**config.mk**
```make
export PLATFORM = sky130hd
export DESIGN_NAME = hp54542c_sync_lock_ctrl
export DESIGN_NICKNAME = d
export VERILOG_FILES = /design/src/rtl/hp54542c_sync_lock_ctrl.sv
export SDC_FILE = /design/constraint.sdc
export NUM_CORES = 1
export LEC_CHECK = 0
export ABC_AREA = 1
export CORE_UTILIZATION = 35
export CTS_CLUSTER_DIAMETER = 120
export DETAILED_ROUTE_END_ITERATION = 8
export HOLD_SLACK_MARGIN = 0.12
export SLEW_MARGIN = 20
export SYNTH_ARGS = -nofsm -noshare
export SYNTH_HDL_FRONTEND = slang
export SYNTH_SLANG_ARGS = --single-unit
```
**constraint.sdc**
```tcl
create_clock -name iw_clk -period 1.8 [get_ports iw_clk]
set_clock_uncertainty 0.2 [all_clocks]
set_input_delay 0.36 -clock iw_clk [delete_from_list [all_inputs] [get_ports iw_clk]]
set_output_delay 0.36 -clock iw_clk [all_outputs]
set_load 0.05 [all_outputs]
```
**src/rtl/hp54542c_sync_lock_ctrl.sv**
```systemverilog
// Frame-lock controller: classifies LCD line-sync edges, verifies lines per frame, drives VGA timing enable/restart.
// Latency: sync rise to frame_start/lock_lost is 3 clocks; no backpressure (free-running levels and pulses).
module hp54542c_sync_lock_ctrl #(
  parameter int P_LINES       = 480,
  parameter int P_VGAP_MIN    = 1000,
  parameter int P_TIMEOUT     = 100000,
  parameter int P_LOCK_FRAMES = 2
) (
  input  logic       iw_clk,
  input  logic       iw_rst_n,
  input  logic       iw_sync,
  input  logic       iw_enable,
  output logic       ow_timing_en,
  output logic       ow_frame_start,
  output logic       ow_locked,
  output logic       ow_lock_lost,
  output logic [7:0] ow_err_count
);

  localparam logic [16:0] GAP_MAX  = 17'(P_TIMEOUT);
  localparam logic [16:0] GAP_VMIN = 17'(P_VGAP_MIN);
  localparam logic [9:0]  LINES    = 10'(P_LINES);
  localparam logic [3:0]  LOCK_N   = 4'(P_LOCK_FRAMES);

  typedef enum logic [1:0] {
    ST_IDLE   = 2'd0,
    ST_SEARCH = 2'd1,
    ST_VERIFY = 2'd2,
    ST_LOCKED = 2'd3
  } state_t;

  state_t      state, state_nxt;
  logic        rst_n;
  logic        sync_meta, sync_s, sync_prev, sync_edge;
  logic [16:0] gap_cnt;
  logic        armed;
  logic [9:0]  line_cnt;
  logic [3:0]  vcnt, vcnt_nxt, vcnt_inc;
  logic        frame_edge, line_edge, lines_ok, locked_err;
  logic        fs_nxt, ll_nxt, err_inc;

  // Async assert, release lands on the next clock so logic updates from the second edge.
  always_ff @(posedge iw_clk or negedge iw_rst_n) begin
    if (!iw_rst_n) rst_n <= 1'b0;
    else           rst_n <= 1'b1;
  end

  always_ff @(posedge iw_clk or negedge rst_n) begin
    if (!rst_n) begin
      sync_meta <= 1'b0;
      sync_s    <= 1'b0;
      sync_prev <= 1'b0;
      sync_edge <= 1'b0;
    end else begin
      sync_meta <= iw_sync;
      sync_s    <= sync_meta;
      sync_prev <= sync_s;
      sync_edge <= sync_s & ~sync_prev;
    end
  end

  always_ff @(posedge iw_clk or negedge rst_n) begin
    if (!rst_n) begin
      gap_cnt <= '0;
    end else if (sync_edge) begin
      gap_cnt <= '0;
    end else if (gap_cnt < GAP_MAX) begin
      gap_cnt <= gap_cnt + 17'd1;
    end
  end

  // The first edge after arming may follow an arbitrarily long gap, so it only arms.
  always_ff @(posedge iw_clk or negedge rst_n) begin
    if (!rst_n) begin
      armed <= 1'b0;
    end else if (state == ST_IDLE) begin
      armed <= 1'b0;
    end else if (sync_edge) begin
      armed <= 1'b1;
    end
  end

  assign frame_edge = sync_edge & armed & (gap_cnt > GAP_VMIN);
  assign line_edge  = sync_edge & armed & ~(gap_cnt > GAP_VMIN);

  always_ff @(posedge iw_clk or negedge rst_n) begin
    if (!rst_n) begin
      line_cnt <= '0;
    end else if (frame_edge) begin
      line_cnt <= 10'd1;
    end else if (line_edge && (line_cnt != 10'h3FF)) begin
      line_cnt <= line_cnt + 10'd1;
    end
  end

  assign lines_ok   = (line_cnt == LINES);
  assign vcnt_inc   = vcnt + 4'd1;
  assign locked_err = (frame_edge & ~lines_ok) | (line_edge & lines_ok) | (gap_cnt == GAP_MAX);

  always_comb begin
    state_nxt = state;
    vcnt_nxt  = vcnt;
    fs_nxt    = 1'b0;
    ll_nxt    = 1'b0;
    err_inc   = 1'b0;
    case (state)
      ST_IDLE: begin
        if (iw_enable) state_nxt = ST_SEARCH;
      end
      ST_SEARCH: begin
        if (frame_edge) begin
          state_nxt = ST_VERIFY;
          vcnt_nxt  = '0;
        end
      end
      ST_VERIFY: begin
        if (frame_edge) begin
          if (lines_ok) begin
            vcnt_nxt = vcnt_inc;
            if (vcnt_inc == LOCK_N) begin
              state_nxt = ST_LOCKED;
              fs_nxt    = 1'b1;
            end
          end else begin
            vcnt_nxt = '0;
          end
        end
      end
      ST_LOCKED: begin
        if (locked_err) begin
          state_nxt = ST_SEARCH;
          ll_nxt    = 1'b1;
          err_inc   = 1'b1;
        end else if (frame_edge) begin
          fs_nxt = 1'b1;
        end
      end
      default: state_nxt = ST_IDLE;
    endcase
    // Disable overrides everything, including a coincident error.
    if (!iw_enable) begin
      state_nxt = ST_IDLE;
      fs_nxt    = 1'b0;
      ll_nxt    = 1'b0;
      err_inc   = 1'b0;
    end
  end

  always_ff @(posedge iw_clk or negedge rst_n) begin
    if (!rst_n) begin
      state          <= ST_IDLE;
      vcnt           <= '0;
      ow_frame_start <= 1'b0;
      ow_lock_lost   <= 1'b0;
      ow_err_count   <= '0;
    end else begin
      state          <= state_nxt;
      vcnt           <= vcnt_nxt;
      ow_frame_start <= fs_nxt;
      ow_lock_lost   <= ll_nxt;
      if (err_inc && (ow_err_count != 8'hFF)) begin
        ow_err_count <= ow_err_count + 8'd1;
      end
    end
  end

  assign ow_locked    = (state == ST_LOCKED);
  assign ow_timing_en = (state == ST_LOCKED);

endmodule

```
==> impl_results.rst <==
.. list-table::
   :header-rows: 1

   * - Metric
     - Value
   * - FF/Latch Area
     - 1230 µm²
   * - Area growth from synthesis to final layout
     - 39.3%
   * - Most used flip-flop cell after synthesis
     - dfrtp_1
   * - Share of flip-flops with an asynchronous set or reset
     - 100%
   * - Type of element capturing the critical path
     - flop
   * - Sinks on Clock Net
     - 49
   * - Cells along the critical path
     - inv_2 > ha_4 > nand2_2 > nor2_2 > inv_1 > nor2_2 > nand4_1 > nand3_4 > nand3_4 > nand2_1 > nand2_1
   * - Cell variety after synth
     - 32
   * - Global-route total usage across every layer
     - 15.1%
   * - Total vias in the final route
     - 2574
   * - Leading cell type in the layout, fill and taps excluded
     - nand2_1
   * - Drt first pass iters
     - 4
   * - Floorplan die height
     - 93.4 µm
   * - Slew Viols, Final
     - 0
   * - Via count of the first global-routing pass
     - 2399
   * - Total negative slack
     - -1.04 ns
   * - Worst Path Max Fanout
     - 8
   * - Area occupied by multi-input gates
     - 1760 µm²
   * - Cell with the largest stage delay on the worst path
     - dfrtp_1
   * - Combinational group share of total power
     - 32.7%
   * - Via-to-Cell Ratio
     - 4.87
   * - Final-report hold violation count
     - 0
   * - First-pass GRT wire length
     - 10.6 mm
   * - Post-synthesis instance area
     - 2930 µm²
   * - Max-cap check violation count
     - 0
   * - TritonCTS clock tree
     - yes
   * - Fin nets
     - 441
   * - Total clock buffers created by CTS
     - 5
   * - Number of DRC violations after detailed routing
     - 0
   * - Sequential fraction of design power
     - 44.3%
   * - Remaining antenna violation count
     - 0
   * - Met1 Routed Length
     - 3.00 mm
   * - Port bufs
     - 15
   * - CTS H-tree lvls
     - 2
   * - Critical path type
     - flop to flop
   * - Cell total after placement
     - 507
   * - Total wire length
     - 6.36 mm
   * - Number of top-level pins
     - 16
   * - Routed len/inst
     - 12.0 µm
   * - Top library cells by usage in the layout, fill and taps aside
     - nand2_1, buf_4, dfrtp_1
   * - Initial Util
     - 37.1%
   * - Mean post-synth cell area
     - 8.33 µm²
   * - Hold/Removal Path Class
     - flop to flop
   * - Net switching power
     - 968 µW
   * - Maximum number of pins on one net before global-route repair
     - 28
   * - Peak clock frequency supported by timing
     - 0.525 GHz
   * - Largest buffer count on any clock path
     - 2
   * - Buffer and inverter count on the worst path
     - 2
   * - Gate Count Post-Synth
     - 351
   * - DR WL met2
     - 3.17 mm
   * - Power Dens Cells
     - 720 nW/µm²
   * - Global route overflow
     - 0
   * - Seq/Total Area, Yosys
     - 41.9%
   * - Non-filler cells, final
     - 529
   * - Net switching share of the total power
     - 33.0%
   * - Number of inserted filler cells in the final layout
     - 723
   * - Unrepaired setup endpoints after global routing
     - true
   * - Antenna fix cells
     - 0
   * - Fraction of final layout cells sized beyond drive strength 1
     - 39.1%
   * - DP Wirelength
     - 4.52 mm
   * - Die footprint
     - 8730 µm²
   * - Core outline area
     - 7890 µm²
   * - Number of violations reported at the end of detailed-routing iteration 0
     - 114
   * - Crit path DAT
     - 1.90 ns
   * - Slowest Stage Delay on Critical Path
     - 0.42 ns
   * - Number of antenna violations at the first check in global routing
     - 0
   * - Top routing layer in use
     - met4
   * - Part of the power in the clock network
     - 23.0%
   * - Chip width
     - 93.4 µm
   * - Kind of start point of the critical path
     - flop
   * - Minimum clock period after layout
     - 1.91 ns
   * - Worst EP required
     - 1.79 ns
   * - Clock Latency Late Sink
     - 0.30 ns
   * - Cell internal pwr
     - 1970 µW
   * - Number of placement rows
     - 32
   * - Length of routed met3 wiring
     - 111 µm
   * - P_leak
     - 0.00184 µW
   * - Portion of the clock cycle consumed by the worst path in the final layout
     - 106%
   * - Outcome
     - finished with violations
   * - Worst Setup Slack, final
     - -0.106 ns
   * - Cell at the root of the clock tree
     - clkbuf_8
   * - Top cell type's share of synthesized area
     - 41.9%
   * - Final count of negative-setup-slack endpoints
     - 14
   * - Peak supply drop
     - 0.387 mV
   * - Violated checks
     - setup timing
   * - Clock slew seen by the registers of the worst setup and hold paths
     - 0.10 ns
   * - Synth top area cells
     - dfrtp_1, nand2_1, inv_1, ha_1, nand3_1
   * - Total of flip-flops plus latches after synthesis
     - 49
   * - Cell taking the most area after synthesis
     - dfrtp_1
   * - Post-synthesis net count
     - 366
   * - Warning count from the yosys run
     - 0
   * - Placer Congestion
     - 0.826
   * - Number of synthesized flops with an enable pin
     - 0
   * - Family of cells with the greatest summed delay on the critical path
     - simple AND/OR/NAND/NOR gates
## cells in the mapped netlist (6+ instances only)
cell	number
nand2_1	72
dfrtp_1	49
inv_1	41
nor2_1	32
nand3_1	24
nand4_1	16
o21ai_0	14
xor2_1	12
ha_1	11
nor3_1	9
o21ai_1	9
nand3_2	8
a21oi_1	7
o21ai_2	6
## final cells by class
cell class              count  share of cell area (%)
multi-input cells         254                    43.2
flip-flops and latches     49                    30.3
repair buffers             73                    17.2
inverters                  43                    4.02
well taps                 102                    3.13
clock buffers               8                    2.21
## final timing paths
check	slack, ns	depth (start not counted)	from	endpoint
min in group asynchronous	0.54	2	iw_rst_n	rst_n$_DFF_PN0_
worst min-delay path	0.16	0	sync_meta$_DFF_PN0_	sync_s$_DFF_PN0_
worst min register to register	0.16	0	sync_meta$_DFF_PN0_	sync_s$_DFF_PN0_
worst max-delay path	-0.11	11	line_cnt[0]$_DFFE_PN0P_	ow_err_count[5]$_DFFE_PN0P_
worst max register to register	-0.11	11	line_cnt[0]$_DFFE_PN0P_	ow_err_count[5]$_DFFE_PN0P_
max in group asynchronous	0.47	2	rst_n$_DFF_PN0_	gap_cnt[10]$_DFFE_PN0P_
## routing by layer
layer,track usage (%),up-vias
met3,1.79,6
met2,25.2,25
met1,20.2,1234
met5,0,-
li1,-,1309
met4,5.00,0
## registers in the layout (all words and copies together), names as in the netlist
signal	count
ow_err_count	8
sync_meta	1
sync_prev	1
vcnt	4
ow_frame_start	1
line_cnt	10
ow_lock_lost	1
sync_edge	1
armed	1
state	2
sync_s	1
gap_cnt	17
rst_n	1
## power groups by stage
stage / clock network [µW] / registers, µW / logic, µW
global placement: 0 / 1310 / 759
finish: 674 / 1300 / 959
global route: 731 / 1310 / 1070
floorplan: 0 / 1320 / 476
detailed placement: 0 / 1310 / 769
CTS: 699 / 1290 / 817
## cell families after synthesis
group / synth area share, %
buf+inv: 7.01
simple gates: 33.4
fa+ha+maj: 4.70
flops: 41.9
compound gates: 8.34
other cells: 0.128
xor+xnor: 4.49
## worst reg2reg max path, cell delays in order, from the launching register on
cell and delay (ns):
dfrtp_1 0.42, inv_2 0.08, ha_4 0.12, nand2_2 0.04, nor2_2 0.12, inv_1 0.06, nor2_2 0.11, nand4_1 0.19
nand3_4 0.16, nand3_4 0.14, nand2_1 0.09, nand2_1 0.05
## timing repair
action,4_1_cts,5_1_grt
hold buffers,2,0
pin swaps,5,26
resized for setup,12,60
endpoints found under the hold margin,49,0
setup buffers,3,11
setup endpoints to repair,21,36
## metrics by stage
stage | setup slack, ns | total power [µW] | util (%) | hold slack (ns) | instance area [µm²]
CTS | -0.0832 | 2810 | 47.9 | 0.159 | 3770
global placement | -0.0574 | 2070 | 45.7 | 0.0468 | 3600
finish | -0.106 | 2930 | 51.7 | 0.156 | 4080
floorplan | -0.00430 | 1800 | - | -0.136 | 2940
global route | -0.229 | 3120 | 51.7 | 0.173 | 4080
detailed placement | -0.126 | 2080 | 45.7 | 0.0456 | 3600
(Power assumes the default switching activity.)
==> variant 1, RTL diff (config.mk and constraints unchanged) <==
Register the outputs `ow_timing_en` and `ow_locked`; this adds one clock of latency there. The other outputs are not delayed to match.
--- a/src/rtl/hp54542c_sync_lock_ctrl.sv
+++ b/src/rtl/hp54542c_sync_lock_ctrl.sv
@@ -164,8 +164,10 @@
     end
   end
 
-  assign ow_locked    = (state == ST_LOCKED);
-  assign ow_timing_en = (state == ST_LOCKED);
+  always_ff @(posedge iw_clk) begin
+    ow_timing_en <= (state == ST_LOCKED);
+    ow_locked    <= (state == ST_LOCKED);
+  end
 
 endmodule
 
Function: same outputs for any inputs over 10 cycles, from zero or initial values and one cycle with iw_rst_n low; that may be too few to reach the edited logic, so the function may still have changed.
==> variant 1 against the unedited design <==
  * The run still ends with setup timing left
  * Critical path type unchanged
  * Setup slack gained 0.022 ns
  * Non-clock buffer count is 10 higher
  * Final cell count down 1.5%
  * Total power increased by 4.6%
  * Design area fell by 0.31%
  * First-iteration DRC count decreased by 26%
  * Area after synthesis shrank 4.7%
  * Wire length shrank 3.3%
  * Via count is 3.5% lower
  * Sequential cell count rose by 1
==> variant 1: results (changes against the unedited design) <==
- Status: finished, violations left (unchanged)
- Failing checks: setup timing (unchanged)
- Vias in the first global route: 2,390 (was 2,399)
- Largest stage delay, worst path: 0.40 ns (was 0.42 ns)
- Initial DRC count: 84 (was 114)
- First-pass GRT wire length: 10,400 um (was 10,600 um)
- Final worst setup slack: -0.0841 ns (was -0.106 ns)
- Setup TNS: -0.721 ns (was -1.04 ns)
- Fraction of layout cells with a size suffix above 1: 43.2% (was 39.1%)
- Post-DR wirelength/cell: 11.8 um (was 12.0 um)
- Distinct cells, synth: 35 (was 32)
- VDD IR max: 471 uV (was 387 uV)
- YS warnings: 0 (unchanged)
- Nets: 433 (was 441)
- Post-synthesis adder-cell area fraction: 4.94% (was 4.70%)
- Pin count of the biggest net entering global routing: 38 (was 28)
- Top cells by area, synth: dfrtp_1, nand2_1, inv_1, ha_1, nor2_1 (was dfrtp_1, nand2_1, inv_1, ha_1, nand3_1)
- Post-synth top cells: dfrtp_1, nand2_1, inv_1 (was nand2_1, dfrtp_1, inv_1)
- Sequential fraction of the synthesis area: 44.7% (was 41.9%)
- # diodes: 0 (unchanged)
- Asr flop ratio synth: 98.0% (was 100%)
- Pre-CTS setup slack: -0.133 ns (was -0.126 ns)
- Via count: 2,485 (was 2,574)
- Final setup viols: 17 (was 14)
- Syn Nets: 346 (was 366)
- RD Place Congestion: 0.849 (was 0.826)
- Post-synthesis compound-gate area fraction: 10.6% (was 8.34%)
- Detailed Place HPWL: 4360 um (was 4520 um)
- XOR/XNOR Fraction of Synth Area: 2.83% (was 4.49%)
- CTS Buf Count: 5 (unchanged)
## variant 1: changes by cell type after synthesis, moves of 3 or more
| cell | before | now |
|---|---|---|
| inv_2 | 2 | 7 |
| nand4_1 | 16 | 5 |
| nand2_2 | 4 | 12 |
| nand2_4 | 5 | 2 |
| o21ai_0 | 14 | 19 |
| nor3_1 | 9 | 12 |
| a21oi_1 | 7 | 15 |
| o21ai_1 | 9 | 6 |
| xor2_1 | 12 | 6 |
| nand2_1 | 72 | 47 |
| nand3_2 | 8 | 3 |
## variant 1: area by class of cell
cell class	count	area (um2)
repair buffers	83	782
clock inverters	3	45.0
multi-input cells	229	1590
well taps	102	128
clock buffers	5	68.8
flip-flops and latches	50	1250
inverters	49	196
fillers	680	3660
## variant 1: critical path, delay by kind of cell (launching register included)
family	cells	cell delay [ns]
XOR/XNOR	1	0.12
adder cells (fa/ha/maj)	1	0.13
buffers and inverters	3	0.30
flip-flops	1	0.40
AND/OR/NAND/NOR	6	0.62
## variant 1: worst paths after layout
check	endpoint	slack [ns]	cells past startpoint
min in group asynchronous	rst_n	0.52	2
max reg2reg	ow_err_count[0]	-0.08	11
max	ow_err_count[0]	-0.08	11
max in group asynchronous	gap_cnt[6]	0.47	1
min	sync_s	0.16	0
min reg2reg	sync_s	0.16	0
## variant 1: cell families (layout without fill, tap and decap cells)
kind of cell,Yosys count,in the layout
simple gates,156,156
buf+inv,52,140
flops,50,50
compound gates,52,52
other cells,1,1
fa+ha+maj,11,11
xor+xnor,9,9
## variant 1: power breakdown
group / internal (W) / switching, W / leakage [nW] / total [W]
Sequential: 0.00122 / 0.000100 / 0.660 / 0.00132
Clock: 0.000414 / 0.000406 / 0.0504 / 0.000820
Combinational: 0.000441 / 0.000485 / 1.12 / 0.000926
Total: 0.00208 / 0.000991 / 1.83 / 0.00307
## variant 1: per-layer routing
| layer | wire [um] | GRT usage (%) | vias up | part of all wire (%) |
|---|---|---|---|---|
| li1 | - | - | 1255 | - |
| met1 | 2960 | 20.7 | 1200 | 48 |
| met2 | 2960 | 25.5 | 24 | 48 |
| met3 | 173 | 2.85 | 6 | 2.8 |
| met4 | 57 | 4.37 | 0 | 0.93 |
| met5 | 0 | 0 | - | 0 |
## variant 1: timing repair
item,in CTS,in global routing
endpoints found under the hold margin,12,0
setup endpoints to repair,19,36
pin swaps,22,16
hold buffers,3,0
buffers inserted,10,8
resized for setup,40,36
## variant 1: metrics by stage
stage,hold slack (ns),util (%),power (W),cell area (um2),std cells
CTS,0.161,50.2,0.00300,3880,513
global route,0.190,52.6,0.00322,4060,521
finish,0.157,52.6,0.00307,4060,521
global placement,-0.0418,45.5,0.00194,3520,492
detailed placement,-0.0405,45.5,0.00196,3520,492
floorplan,-0.136,-,0.00175,2820,331
==> variant 2, RTL diff (same flow settings) <==
Made on the original files. `P_LINES`: 480 -> 240.
--- a/src/rtl/hp54542c_sync_lock_ctrl.sv
+++ b/src/rtl/hp54542c_sync_lock_ctrl.sv
@@ -1,7 +1,7 @@
 // Frame-lock controller: classifies LCD line-sync edges, verifies lines per frame, drives VGA timing enable/restart.
 // Latency: sync rise to frame_start/lock_lost is 3 clocks; no backpressure (free-running levels and pulses).
 module hp54542c_sync_lock_ctrl #(
-  parameter int P_LINES       = 480,
+  parameter int P_LINES       = 240,
   parameter int P_VGAP_MIN    = 1000,
   parameter int P_TIMEOUT     = 100000,
   parameter int P_LOCK_FRAMES = 2
Check against the original RTL: same outputs for any inputs over 10 cycles, from zero or initial values and one cycle with iw_rst_n low; that may be too few to reach the edited logic, so the function may still have changed.
==> variant 2 against the unedited design <==
  * The flow still finishes with violations (setup timing)
  * Sequential cell count stayed put
  * Total power is 1.3% lower
  * Largest cell class unchanged
  * Area after synthesis is 3.6% lower
  * Global-route usage up 0.23 points
  * Wire length decreased by 5.5%
  * Design area shrank 6.1%
  * Via count shrank 4.5%
  * Setup slack better by 0.025 ns
==> variant 2: results (changes against the unedited design) <==
- Post-synth top cells: nand2_1, dfrtp_1, inv_1 (unchanged)
- Worst-path fanout max: 4 (was 8)
- First-pass GRT wire length: 10,500 um (was 10,600 um)
- Setup bufs post-CTS: 6 (was 3)
- Final setup viols: 4 (was 14)
- Pin count of the biggest net entering global routing: 22 (was 28)
- Status: finished, violations left (unchanged)
- Sequential fraction of the synthesis area: 43.5% (was 41.9%)
- R2R Path Start: gap_cnt[1] (was line_cnt[0])
- Path category of the worst min-delay check: reg -> async (was reg -> reg)
- Worst Reg-to-Reg Cells: 10 (was 11)
- R2r endpoint: gap_cnt[8] (was ow_err_count[5])
- CP Data Arrival Time: 1.88 ns (was 1.90 ns)
- Asr flop ratio synth: 100% (unchanged)
- Hold_buf cts: 1 (was 2)
- Clock transition at path regs: 0.09 ns
- GR Util All Layers: 15.3% (was 15.1%)
- Post-DP Area: 0.00343 mm2 (was 0.00360 mm2)
- Syn Nets: 364 (was 366)
- Failing checks: setup timing (unchanged)
- Detailed Place HPWL: 4390 um (was 4520 um)
- Initial DRC count: 36 (was 114)
- Final worst setup slack: -0.0805 ns (was -0.106 ns)
- Nets: 424 (was 441)
- RD Place Congestion: 0.855 (was 0.826)
- Clock Path Buffers: 2 (unchanged)
- Post_cts resized: 20 (was 12)
- Top cells by area, synth: dfrtp_1, nand2_1, inv_1, nand3_1, ha_1 (was dfrtp_1, nand2_1, inv_1, ha_1, nand3_1)
- Distinct cells, synth: 34 (was 32)
- Fraction of layout cells with a size suffix above 1: 29.5% (was 39.1%)
- Vias per cell: 4.80 (was 4.87)
- Int Power: 0.00196 W (was 0.00197 W)
- Initial antenna violation count: 0 (unchanged)
- Pleak: 1.81 nW (was 1.84 nW)
variant 2: changes by cell type in the layout (fill, tap and decap cells not counted), sizes merged, moves of 3 or more:
cell and delta:
clkbuf -3, inv +6, nand2 -5, nand3 -3, nor3 -3, buf -15
variant 2: worst max path at each step:
stage	from	end	slack [ns]
final	gap_cnt[1]	gap_cnt[8]	-0.08
after global routing	gap_cnt[0]	gap_cnt[8]	-0.17
after CTS	gap_cnt[0]	ow_err_count[2]	-0.05
after detailed placement	gap_cnt[1]	line_cnt[0]	-0.07
after global placement	gap_cnt[0]	state[0]	-0.03
after floorplan	rst_n	ow_err_count[0]	-0.004
variant 2: metal layers:
| layer | wire, um | GRT usage, % | up-vias | part of all wire, % |
|---|---|---|---|---|
| li1 | - | - | 1256 | - |
| met1 | 3020 | 20.8 | 1163 | 50 |
| met2 | 2790 | 25.2 | 30 | 46 |
| met3 | 122 | 2.74 | 9 | 2.0 |
| met4 | 74 | 3.91 | 0 | 1.2 |
| met5 | 0 | 0 | - | 0 |
variant 2: final cells by class:
class | count | area (um2)
Inverter | 50 | 190
Clock buffer | 5 | 68.8
Fill cell | 731 | 3940
Clock inverter | 3 | 46.3
Timing Repair Buffer | 57 | 601
Sequential cell | 49 | 1230
Tap cell | 102 | 128
Multi-Input combinational cell | 246 | 1560
variant 2: power groups by stage:
stage               logic (W)  clock network (W)  registers [W]
global route         0.000861           0.000871        0.00134
finish               0.000770           0.000805        0.00132
detailed placement   0.000658                  0        0.00133
floorplan            0.000446                  0        0.00132
global placement     0.000643                  0        0.00133
CTS                  0.000722           0.000828        0.00131
variant 2: cell families (layout without fill, tap and decap cells):
group           count (synthesis)  count (layout)  synth area share, %
compound gates                 41              41                 7.63
flops                          49              49                 43.5
buf+inv                        55             115                 7.98
simple gates                  179             180                 31.9
other cells                     1               1                0.133
fa+ha+maj                      11              11                 4.88
xor+xnor                       13              13                 4.04
variant 2: critical path, cell delays in order, from the launching register on:
cell and delay [ns]:
dfrtp_1 0.40, ha_2 0.21, nand3_2 0.09, inv_2 0.07, nand3_2 0.09, nor3_2 0.22, nand2_2 0.15, buf_4 0.17
inv_2 0.05, buf_4 0.10, a211oi_1 0.03
variant 2: metrics by stage:
| step | hold slack (ns) | util (%) | TNS [ns] | cells | worst slack, ns |
|---|---|---|---|---|---|
| floorplan | -0.136 | - | -0.0129 | 349 | -0.00430 |
| global placement | 0.0395 | 44.2 | -0.144 | 491 | -0.0333 |
| detailed placement | 0.0425 | 44.2 | -0.715 | 491 | -0.0729 |
| CTS | 0.0504 | 47.5 | -0.357 | 506 | -0.0496 |
| global route | 0.0836 | 49.3 | -3.01 | 512 | -0.172 |
| finish | 0.0284 | 49.3 | -0.151 | 512 | -0.0805 |
